### config.mk
export PLATFORM = sky130hd
export DESIGN_NAME = pipeline_ctrl_flat
export DESIGN_NICKNAME = d
export VERILOG_FILES = /design/src/rtl/pipeline_ctrl_if.sv /design/src/rtl/pipeline_ctrl.sv /design/src/flat_wrapper.sv
export SDC_FILE = /design/constraint.sdc
export NUM_CORES = 1
export LEC_CHECK = 0
export CAP_MARGIN = 15
export CELL_PAD_IN_SITES_DETAIL_PLACEMENT = 1
export CELL_PAD_IN_SITES_GLOBAL_PLACEMENT = 1
export CORE_ASPECT_RATIO = 0.5
export CORE_UTILIZATION = 38
export DETAILED_ROUTE_END_ITERATION = 16
export PLACE_DENSITY_LB_ADDON = 0.1
export SLEW_MARGIN = 20
export SYNTH_ARGS = -nofsm -noshare
export SYNTH_HDL_FRONTEND = slang
export SYNTH_SLANG_ARGS = --single-unit
### constraint.sdc
create_clock -name clk -period 3.1 [get_ports clk]
set_clock_uncertainty 0.15 [all_clocks]
set_input_delay 0.62 -clock clk [delete_from_list [all_inputs] [get_ports clk]]
set_output_delay 0.62 -clock clk [all_outputs]
set_load 0.1 [all_outputs]
### src/rtl/pipeline_ctrl_if.sv
// Pipeline control bundle: hazard/redirect/divider inputs toward the
// sequencer, and the per-stage enables, flushes and status it returns.
interface pipeline_ctrl_if #(
  parameter int CNT_W = 32
);
  logic             load_use_hazard;
  logic             branch_taken;
  logic             md_req;
  logic             md_done;
  logic             pc_en;
  logic             if_id_en;
  logic             id_ex_en;
  logic             ex_mem_en;
  logic             if_id_flush;
  logic             id_ex_flush;
  logic             ex_mem_flush;
  logic             md_start;
  logic             md_busy;
  logic             md_abort;
  logic             md_error;
  logic [CNT_W-1:0] stall_cycles;

  // Pipeline side: raises hazards and divide handshake, consumes controls.
  modport master (
    output load_use_hazard, branch_taken, md_req, md_done,
    input  pc_en, if_id_en, id_ex_en, ex_mem_en,
    input  if_id_flush, id_ex_flush, ex_mem_flush,
    input  md_start, md_busy, md_abort, md_error, stall_cycles
  );

  // Sequencer side.
  modport slave (
    input  load_use_hazard, branch_taken, md_req, md_done,
    output pc_en, if_id_en, id_ex_en, ex_mem_en,
    output if_id_flush, id_ex_flush, ex_mem_flush,
    output md_start, md_busy, md_abort, md_error, stall_cycles
  );
endinterface

### src/rtl/pipeline_ctrl.sv
// Central stall/flush sequencer for the 5-stage pipeline: merges load-use,
// branch redirect and divide-unit handshake into stage enables/bubbles,
// with a saturating stall counter and a divider watchdog.
module pipeline_ctrl #(
  parameter int MD_TIMEOUT = 40,
  parameter int CNT_W      = 32
) (
  input  logic           clk,
  input  logic           reset,
  pipeline_ctrl_if.slave bus
);
  typedef enum logic {RUN, MD_WAIT} state_t;

  localparam int              WAIT_W    = $clog2(MD_TIMEOUT + 1);
  localparam logic [WAIT_W-1:0] WAIT_LAST = WAIT_W'(MD_TIMEOUT - 1);

  state_t           state;
  logic [WAIT_W-1:0] wait_cnt;
  logic             md_busy_q;
  logic             md_error_q;
  logic [CNT_W-1:0] stall_q;

  logic pc_en, if_id_en, id_ex_en, ex_mem_en;
  logic if_id_flush, id_ex_flush, ex_mem_flush;
  logic md_start, md_abort, md_release;

  // Zero-latency stage controls from current state and hazard inputs.
  always_comb begin
    // NOTE: every output gets a default first so no path leaves one unassigned (no latch).
    pc_en        = 1'b0;
    if_id_en     = 1'b0;
    id_ex_en     = 1'b0;
    ex_mem_en    = 1'b0;
    if_id_flush  = 1'b0;
    id_ex_flush  = 1'b0;
    ex_mem_flush = 1'b0;
    md_start     = 1'b0;
    md_abort     = 1'b0;
    md_release   = 1'b0;
    if (!reset) begin
      case (state)
        RUN: begin
          if (bus.md_req) begin
            // Hold front end, push a bubble behind the divide.
            md_start     = 1'b1;
            ex_mem_en    = 1'b1;
            ex_mem_flush = 1'b1;
          end else if (bus.branch_taken) begin
            // Squash wrong-path IF/ID and ID/EX; any load-use there dies too.
            pc_en       = 1'b1;
            if_id_en    = 1'b1;
            id_ex_en    = 1'b1;
            ex_mem_en   = 1'b1;
            if_id_flush = 1'b1;
            id_ex_flush = 1'b1;
          end else if (bus.load_use_hazard) begin
            id_ex_en    = 1'b1;
            ex_mem_en   = 1'b1;
            id_ex_flush = 1'b1;
          end else begin
            pc_en     = 1'b1;
            if_id_en  = 1'b1;
            id_ex_en  = 1'b1;
            ex_mem_en = 1'b1;
          end
        end
        MD_WAIT: begin
          // md_req, load_use_hazard and branch_taken are don't-care here.
          if (bus.md_done || wait_cnt == WAIT_LAST) begin
            // Release: result (or garbage on timeout) advances to EX/MEM.
            md_release = 1'b1;
            md_abort   = !bus.md_done;
            pc_en      = 1'b1;
            if_id_en   = 1'b1;
            id_ex_en   = 1'b1;
            ex_mem_en  = 1'b1;
          end else begin
            ex_mem_en    = 1'b1;
            ex_mem_flush = 1'b1;
          end
        end
        default: ;
      endcase
    end
  end

  // FSM, wait counter, sticky error and saturating stall counter.
  always_ff @(posedge clk) begin
    // NOTE: reset is synchronous; it is just the highest-priority branch on the clock edge.
    if (reset) begin
      state      <= RUN;
      wait_cnt   <= '0;
      md_busy_q  <= 1'b0;
      md_error_q <= 1'b0;
      stall_q    <= '0;
    end else begin
      // NOTE: non-blocking updates so every register sees pre-edge values.
      if (!pc_en && stall_q != {CNT_W{1'b1}})
        stall_q <= stall_q + CNT_W'(1);
      case (state)
        RUN: begin
          if (md_start) begin
            state     <= MD_WAIT;
            wait_cnt  <= '0;
            md_busy_q <= 1'b1;
          end
        end
        MD_WAIT: begin
          if (md_release) begin
            state     <= RUN;
            md_busy_q <= 1'b0;
            if (md_abort)
              md_error_q <= 1'b1;
          end else begin
            wait_cnt <= wait_cnt + WAIT_W'(1);
          end
        end
        default: state <= RUN;
      endcase
    end
  end

  assign bus.pc_en        = pc_en;
  assign bus.if_id_en     = if_id_en;
  assign bus.id_ex_en     = id_ex_en;
  assign bus.ex_mem_en    = ex_mem_en;
  assign bus.if_id_flush  = if_id_flush;
  assign bus.id_ex_flush  = id_ex_flush;
  assign bus.ex_mem_flush = ex_mem_flush;
  assign bus.md_start     = md_start;
  assign bus.md_abort     = md_abort;
  assign bus.md_busy      = md_busy_q;
  assign bus.md_error     = md_error_q;
  assign bus.stall_cycles = stall_q;
endmodule

### src/flat_wrapper.sv
// flat-port wrapper written by rule: the top's interface ports become plain ports
module pipeline_ctrl_flat 
#(
  parameter int MD_TIMEOUT = 40,
  parameter int CNT_W      = 32
)
  (clk, reset, bus_load_use_hazard, bus_branch_taken, bus_md_req, bus_md_done, bus_pc_en, bus_if_id_en, bus_id_ex_en, bus_ex_mem_en, bus_if_id_flush, bus_id_ex_flush, bus_ex_mem_flush, bus_md_start, bus_md_busy, bus_md_abort, bus_md_error, bus_stall_cycles);
  pipeline_ctrl_if #(.CNT_W(CNT_W)) bus_i ();
  input  logic clk;
  input  logic reset;
  input wire logic [$bits(bus_i.load_use_hazard)-1:0] bus_load_use_hazard;
  input wire logic [$bits(bus_i.branch_taken)-1:0] bus_branch_taken;
  input wire logic [$bits(bus_i.md_req)-1:0] bus_md_req;
  input wire logic [$bits(bus_i.md_done)-1:0] bus_md_done;
  output wire logic [$bits(bus_i.pc_en)-1:0] bus_pc_en;
  output wire logic [$bits(bus_i.if_id_en)-1:0] bus_if_id_en;
  output wire logic [$bits(bus_i.id_ex_en)-1:0] bus_id_ex_en;
  output wire logic [$bits(bus_i.ex_mem_en)-1:0] bus_ex_mem_en;
  output wire logic [$bits(bus_i.if_id_flush)-1:0] bus_if_id_flush;
  output wire logic [$bits(bus_i.id_ex_flush)-1:0] bus_id_ex_flush;
  output wire logic [$bits(bus_i.ex_mem_flush)-1:0] bus_ex_mem_flush;
  output wire logic [$bits(bus_i.md_start)-1:0] bus_md_start;
  output wire logic [$bits(bus_i.md_busy)-1:0] bus_md_busy;
  output wire logic [$bits(bus_i.md_abort)-1:0] bus_md_abort;
  output wire logic [$bits(bus_i.md_error)-1:0] bus_md_error;
  output wire logic [$bits(bus_i.stall_cycles)-1:0] bus_stall_cycles;
  assign bus_i.load_use_hazard = bus_load_use_hazard;
  assign bus_i.branch_taken = bus_branch_taken;
  assign bus_i.md_req = bus_md_req;
  assign bus_i.md_done = bus_md_done;
  assign bus_pc_en = bus_i.pc_en;
  assign bus_if_id_en = bus_i.if_id_en;
  assign bus_id_ex_en = bus_i.id_ex_en;
  assign bus_ex_mem_en = bus_i.ex_mem_en;
  assign bus_if_id_flush = bus_i.if_id_flush;
  assign bus_id_ex_flush = bus_i.id_ex_flush;
  assign bus_ex_mem_flush = bus_i.ex_mem_flush;
  assign bus_md_start = bus_i.md_start;
  assign bus_md_busy = bus_i.md_busy;
  assign bus_md_abort = bus_i.md_abort;
  assign bus_md_error = bus_i.md_error;
  assign bus_stall_cycles = bus_i.stall_cycles;
  pipeline_ctrl #(.MD_TIMEOUT(MD_TIMEOUT), .CNT_W(CNT_W)) u_core (.clk(clk), .reset(reset), .bus(bus_i));
endmodule
==> results of run 1 <==
## metal layers
metal | routed length (um) | up-vias | track usage
li1 | - | 1198 | -
met1 | 3480 | 1249 | 0.291
met2 | 3590 | 44 | 0.407
met3 | 269 | 7 | 0.0556
met4 | 57 | 0 | 0.0575
met5 | 0 | - | 0
## critical path, stage by stage (launching register included)
cell and delay, ns:
dfxtp_1 0.40, ha_1 0.26, nand4b_1 0.27, o21bai_1 0.26, nand2_1 0.17, and3_1 0.28, buf_12 0.17
## power by group
| part | switching [W] | total (W) | internal, W |
|---|---|---|---|
| Clock | 0.000207 | 0.000609 | 0.000402 |
| Sequential | 0.0000142 | 0.000550 | 0.000536 |
| Combinational | 0.000146 | 0.000208 | 0.0000625 |
| Total | 0.000367 | 0.00137 | 0.00100 |
## cells by family (layout without fill, tap and decap cells)
kind of cell,Yosys count,in the layout,share of synthesized area
and+or+nand+nor,137,137,0.361
adders and majority gates,2,2,0.0104
DFF,41,41,0.340
buffers and inverters,24,69,0.0450
muxes,7,7,0.0326
AOI/OAI and AO/OA,77,77,0.211
## cell usage in the layout, fill, tap and decap left out, drive strengths merged, types with 10 or more instances in the layout
cell and count:
dfxtp 41, nand3 19, buf 48, or4 15
or3 10, o31ai 17, a21oi 29, nor2 14
nand4 14, nand2 23
## through the flow
step	hold slack, ns	setup slack, ns	cells	utilization
finish	0.305	0.251	421	0.519
global route	0.336	0.0400	421	0.519
CTS	0.310	0.241	421	0.519
detailed placement	0.302	0.265	413	0.491
global placement	0.299	0.313	413	0.491
floorplan	0.298	0.00375	288	-
## registers in the layout, indices dropped and copies added, names as in the netlist
name                     cells
u_core.bus.stall_cycles     32
u_core.wait_cnt              6
u_core.bus.md_busy           1
u_core.bus.md_error          1
u_core.state                 1
## final cells by class
type                            instances  area, um2  area share
Multi-Input combinational cell        223       1500       0.473
Sequential cell                        41        821       0.259
Timing Repair Buffer                   53        536       0.169
Clock buffer                            7        143      0.0450
Tap cell                               88        110      0.0347
Inverter                                8       31.3     0.00986
Clock inverter                          1       30.0     0.00947
## final timing paths
check,startpoint,to,depth (start not counted)
max,u_core.wait_cnt[0],bus_ex_mem_flush,6
min,u_core.bus.md_busy,u_core.bus.md_busy,2
max reg2reg,u_core.wait_cnt[0],u_core.bus.stall_cycles[1],6
min reg2reg,u_core.bus.md_busy,u_core.bus.md_busy,2
==> results.cfg, run 1 <==
[timing]
post-route-period-util = 0.919
slew-limit-headroom = 0.325
worstMarginPinSlew_ns = 1.00
tns_ns = 0
rsz0062_at_grt = no
setup_viol = 0
slew_violations = 0
fmax_mhz = 351
layout_min_cycle_time_ns = 2.85
hold_viol = 0

[clocking]
clock-sinks = 41
cts_buffer_depth = 2
cts_tree = done
cts_inserted_buffers = 5
clock_latency_ns = 0.29
clk_pin_slew_ns = 0.05
ctsHoldBuffers = 0
cts_resized = 0
cts_max_level = 2
cts-root-buf = clkbuf_16
cts_setup_buffers = 0

[worst_setup_path]
cp_max_fo = 5
critPathArrivalTime_ns = 2.08
r2r_setup_slack_ns = 0.40
startpoint_type = flip-flop
required_ns = 2.33
crit_type = flip-flop to output port
end_kind = output port

[grt]
grt_pass1_wl_um = 12000
grt_max_degree = 44
grt_usage = 0.232
overflow = 0
grt_pass1_vias = 2399
antenna_found_initial = 0

[route]
wl_um = 7400
wl_per_cell_um = 17.6
vias_per_cell = 5.93
final_antenna_net_count = 0
first_pass_iters = 4
vias = 2498
drc = 0
dr.first_iter.drc_count = 152

[logic_synthesis]
yosysSeqAreaShare = 0.340
yosysTopAreaCell = dfxtp_1
ys.flop_type = dfxtp_1
synth_area_um2 = 2420
ys_ff_latch = 41
synth_edf_count = 0
yosysWarnings = 0
syn_avg_cell_area_um2 = 8.39
synth_common_cells = dfxtp_1, a21oi_1, nand2_1
synth.area.top_cells = dfxtp_1, a21oi_1, o31ai_1
ys_types = 60
syn_nets = 296
syn-instance-count = 288
synth_top_area_frac = 0.340
async_reset_ff_frac = 0
synth_most_common_cell = dfxtp_1

[floorplanning]
dieArea_um2 = 6700
start_util = 0.396
io_pins = 49
core_um2 = 6110
die_x_um = 115
fp-row-count = 20
dieHeight_um = 58.4

[power]
powerDensity_nw_per_um2 = 431
power_w = 0.00137
max-vdd-ir-drop_v = 0.000227
power.leakage_nw = 1.19

[final_layout]
nets = 340
design_area_um2 = 3170
drive_gt1_frac = 0.240
nFillCells = 741
n_antenna_cell = 0
syn_to_final_growth_pct = 31.3

[min_path]
hold_class = flip-flop to flip-flop

[placed_design]
hpwl_um = 5430
postPlaceCellArea_um2 = 3000
io_buffer_count = 48
routabilityCongestion = 0.826

[status]
status = finished clean

[run]
max_cap_viol_count = 0
No activity file was read; power rests on OpenSTA's default activity.
==> run 2, diff against run 1 <==
--- a/config.mk
+++ b/config.mk
@@ -9,8 +9,9 @@
 export CELL_PAD_IN_SITES_DETAIL_PLACEMENT = 1
 export CELL_PAD_IN_SITES_GLOBAL_PLACEMENT = 1
 export CORE_ASPECT_RATIO = 0.5
-export CORE_UTILIZATION = 38
+export CORE_UTILIZATION = 34
 export DETAILED_ROUTE_END_ITERATION = 16
+export HOLD_SLACK_MARGIN = 0.06
 export PLACE_DENSITY_LB_ADDON = 0.1
 export SLEW_MARGIN = 20
 export SYNTH_ARGS = -nofsm -noshare
==> constraint.sdc (replaced) <==
create_clock -name clk -period 2.6 [get_ports clk]
set_clock_uncertainty 0.15 [all_clocks]
set_input_delay 0.52 -clock clk [delete_from_list [all_inputs] [get_ports clk]]
set_output_delay 0.52 -clock clk [all_outputs]
set_load 0.1 [all_outputs]
==> results.cfg, run 2 (synthesis gave the netlist of run 1 again) <==
[power]
switching_share = 0.305
power_frac_seq = 0.415
power.leakage_nw = 1.30
comb_power_share = 0.188
switching_power_w = 0.000481
p_int_w = 0.00110
clkPwrFrac = 0.396
max-vdd-ir-drop_v = 0.000238
powerDensity_nw_per_um2 = 463

[final_layout]
final_common_cell = buf_4
layout_common_cells = buf_4, dfxtp_2, a21oi_1, nand2_1, nand3_1
n_antenna_cell = 0
final_core_utilization = 0.502
nets = 356
drive_gt1_frac = 0.390
syn_to_final_growth_pct = 40.9
nFillCells = 792
largest_reg_flops = 32

[timing]
slew-limit-headroom = 0.605
worstMarginPinSlew_ns = 0.587
setup_viol = 0
rsz0062_at_grt = yes
fin_ws_ns = 0.0692
hold_viol = 0
slew_violations = 0
hold_ws_ns = 0.319
layout_min_cycle_time_ns = 2.53
post-route-period-util = 0.973
fmax_mhz = 395

[worst_setup_path]
regToRegStartpoint = u_core.wait_cnt[1]
end_kind = output port
required_ns = 1.93
critPathArrivalTime_ns = 1.86
crit_type = flip-flop to output port
r2r_setup_slack_ns = 0.29
reg2reg_depth = 9
r2r_end = u_core.bus.stall_cycles[31]
startpoint_type = flip-flop
cp_max_fo = 5

[route]
vias = 2581
dr.first_iter.drc_count = 114
first_pass_iters = 4
wl_per_cell_um = 18.5
drc = 0
final_antenna_net_count = 0
vias_per_cell = 5.85
wl_um = 8160

[clocking]
cts-root-buf = clkbuf_16
cts_max_level = 2
cts_tree = done
ctsHoldBuffers = 0
cts_inserted_buffers = 5
clk_pin_slew_ns = 0.06
clock-sinks = 41
cts_buffer_depth = 2
clock_latency_ns = 0.30

[floorplanning]
die_x_um = 121
io_pins = 49
dieArea_um2 = 7470
core_um2 = 6780
fp-row-count = 21
start_util = 0.356
dieHeight_um = 61.6

[min_path]
min_path_cells = 1
hold_class = flip-flop to flip-flop
hold_start = u_core.bus.md_error
min_to = u_core.bus.md_error

[placed_design]
io_buffer_count = 48
routabilityCongestion = 0.798
hpwl_um = 5670
place_ws_ns = -0.182

[grt]
grt_pass1_wl_um = 12600
grt_usage = 0.225
grt_max_degree = 44
overflow = 0
antenna_found_initial = 0
grt_pass1_vias = 2496

[run]
max_cap_viol_count = 0

[status]
status = finished clean
## run 2: cell count changes in the layout (fill, tap and decap cells not counted), moves of 2 or more
cell             previous run  this run
buf_4                      38        53
dfxtp_1                    41        10
dfxtp_2                     0        31
clkdlybuf4s50_1             5         3
## run 2: metal layers
layer  track usage  vias to the layer above  wire, um
met5             0                        -         0
met3        0.0500                        9       342
met4        0.0794                        0       100
li1              -                     1234         -
met2         0.396                       47      3920
met1         0.279                     1291      3800
## run 2: power groups by stage
| stage | Sequential (W) | Combinational, W | Clock [W] |
|---|---|---|---|
| 6_report | 0.000654 | 0.000297 | 0.000625 |
| 5_1_grt | 0.000656 | 0.000312 | 0.000666 |
| 4_1_cts | 0.000654 | 0.000296 | 0.000641 |
| 3_5_place_dp | 0.000668 | 0.000279 | 0 |
| 3_3_place_gp | 0.000667 | 0.000273 | 0 |
| 2_1_floorplan | 0.000704 | 0.000146 | 0 |
## run 2: worst max-delay path by stage
stage	from	endpoint
global placement	bus_branch_taken	u_core.bus.stall_cycles[21]
finish	u_core.wait_cnt[1]	bus_id_ex_en
CTS	bus_branch_taken	bus_if_id_en
global route	u_core.wait_cnt[1]	bus_id_ex_en
floorplan	reset	bus_md_abort
detailed placement	bus_branch_taken	u_core.bus.stall_cycles[21]
## run 2: what timing repair did
| item | CTS | global route |
|---|---|---|
| pin swaps | 2 | 4 |
| setup endpoints to repair | 4 | 8 |
| gates resized for setup | 5 | 4 |
| gates cloned | 1 | 0 |
| buffers inserted | 3 | 0 |
## run 2: worst max-delay path, stage by stage, from the launching register on
cell and delay, ns:
dfxtp_1 0.42, ha_4 0.19, nand4b_1 0.17, o21bai_1 0.25, o211a_1 0.32, buf_12 0.21
## run 2: cell type report
type	count	area [um2]	share of cell area
flip-flops and latches	41	860	0.253
multi-input cells	223	1550	0.456
well taps	92	115	0.0338
clock inverters	3	17.5	0.00515
clock buffers	5	125	0.0368
repair buffers	69	678	0.199
inverters	8	56.3	0.0165
## run 2: per-stage QoR
step	cell area, um2	cells	TNS, ns	total power [W]
floorplan	2550	288	-0.0249	0.000849
global placement	3170	429	-0.0679	0.000940
detailed placement	3170	429	-2.20	0.000946
CTS	3380	441	0	0.00159
global route	3400	441	-0.0385	0.00163
finish	3400	441	0	0.00158
==> run 3, diff against run 2 <==
--- a/config.mk
+++ b/config.mk
@@ -12,6 +12,7 @@
 export CORE_UTILIZATION = 34
 export DETAILED_ROUTE_END_ITERATION = 16
 export HOLD_SLACK_MARGIN = 0.06
+export MAX_ROUTING_LAYER = met4
 export PLACE_DENSITY_LB_ADDON = 0.1
 export SLEW_MARGIN = 20
 export SYNTH_ARGS = -nofsm -noshare
==> results.cfg, run 3 (synthesis gave the netlist of run 1 again) <==
[worst_setup_path]
startpoint_type = primary input
required_ns = 1.93
critPathArrivalTime_ns = 1.87
crit_type = primary input to output port
cp_max_fo = 18
end_kind = output port
r2r_setup_slack_ns = 0.28

[grt]
grt_max_degree = 44
grt_pass1_vias = 2495
antenna_found_initial = 0
grt_pass1_wl_um = 12600
grt_usage = 0.232
overflow = 0

[floorplanning]
start_util = 0.356
fp-row-count = 21
dieArea_um2 = 7470
core_um2 = 6780
io_pins = 49
die_x_um = 121
dieHeight_um = 61.6

[placed_design]
routabilityCongestion = 0.809
placedCellCount = 429
io_buffer_count = 48
postPlaceCellArea_um2 = 3170
hpwl_um = 5670

[power]
p_int_w = 0.00109
max-vdd-ir-drop_v = 0.000237
power_frac_seq = 0.416
clkPwrFrac = 0.396
power.leakage_nw = 1.30
switching_share = 0.305
switching_power_w = 0.000480
power_w = 0.00158
powerDensity_nw_per_um2 = 463
comb_power_share = 0.188

[final_layout]
layout_common_cells = buf_4, dfxtp_2, a21oi_1, nand2_1, nand3_1
nFillCells = 792
multiInputGateArea_um2 = 1550
drive_gt1_frac = 0.390
final_common_cell = buf_4
design_area_um2 = 3400
final_cell_count_no_fill = 441
syn_to_final_growth_pct = 40.9
n_antenna_cell = 0
seq_area_um2 = 860
nets = 356
largest_reg_flops = 32

[route]
dr.first_iter.drc_count = 115
wl_um = 8140
route.met3.wl_um = 420
vias = 2566
routed.top_layer = met4
drc = 0
met2_length_um = 3900
wirelength_met1_um = 3700
wl_per_cell_um = 18.5
first_pass_iters = 4
final_antenna_net_count = 0
vias_per_cell = 5.82

[clocking]
cts_max_level = 2
cts_inserted_buffers = 5
cts_buffer_depth = 2
clock_latency_ns = 0.30
ctsHoldBuffers = 0
cts_tree = done
clk_pin_slew_ns = 0.06
clock-sinks = 41
cts-root-buf = clkbuf_16

[timing]
hold_viol = 0
slew_violations = 0
worstMarginPinSlew_ns = 0.573
post-route-period-util = 0.977
fmax_mhz = 394
setup_viol = 0
layout_min_cycle_time_ns = 2.54
rsz0062_at_grt = yes
slew-limit-headroom = 0.615

[run]
max_cap_viol_count = 0

[min_path]
hold_class = flip-flop to flip-flop

[status]
status = finished clean
## run 3: cell counts in the layout (fill, tap and decap cells not counted)
Identical to the previous run, type by type.
## run 3: per-layer routing
metal / up-vias / global-route usage
met5: - / -
met4: 0 / 0.0794
met3: 12 / 0.0491
met2: 60 / 0.396
met1: 1259 / 0.279
li1: 1235 / -
## run 3: what timing repair did
| item | 4_1_cts | 5_1_grt |
|---|---|---|
| resized for setup | 5 | 4 |
| buffers inserted | 3 | 0 |
| cloned | 1 | 0 |
| endpoints found under the setup margin | 4 | 8 |
| hold endpoints to repair | 0 | 0 |
| pin swaps | 2 | 4 |
## run 3: critical path, cell delays in order
cell and delay [ns]:
clkdlybuf4s50_1 0.43, nand2b_4 0.15, a22o_1 0.21, o21ai_2 0.16, inv_2 0.07, buf_12 0.15, buf_12 0.17
## run 3: power groups by stage
stage,registers (W),clock network [W],logic (W)
5_1_grt,0.000656,0.000666,0.000311
4_1_cts,0.000654,0.000641,0.000296
6_report,0.000654,0.000624,0.000296
3_3_place_gp,0.000667,0,0.000273
2_1_floorplan,0.000704,0,0.000146
3_5_place_dp,0.000668,0,0.000279
## run 3: path summary, 6_finish.rpt
check | start | end | cells past startpoint
worst max-delay path | bus_branch_taken | bus_if_id_en | 7
worst min-delay path | u_core.bus.md_error | u_core.bus.md_error | 1
worst max register to register | u_core.wait_cnt[1] | u_core.bus.stall_cycles[31] | 9
worst min register to register | u_core.bus.md_error | u_core.bus.md_error | 1
## run 3: final cells by class
cell class	count	share of cell area
well taps	92	0.0338
inverters	8	0.0165
flip-flops and latches	41	0.253
multi-input cells	223	0.456
clock inverters	3	0.00515
clock buffers	5	0.0368
repair buffers	69	0.199
## run 3: through the flow
stage | hold WS [ns] | setup TNS (ns) | utilization | setup WS [ns]
2_1_floorplan | 0.298 | -0.0249 | - | -0.0249
3_3_place_gp | 0.289 | -0.0679 | 0.467 | -0.0443
3_5_place_dp | 0.305 | -2.20 | 0.467 | -0.182
4_1_cts | 0.324 | 0 | 0.498 | 0.0112
5_1_grt | 0.335 | -0.0368 | 0.502 | -0.0368
6_report | 0.319 | 0 | 0.502 | 0.0592
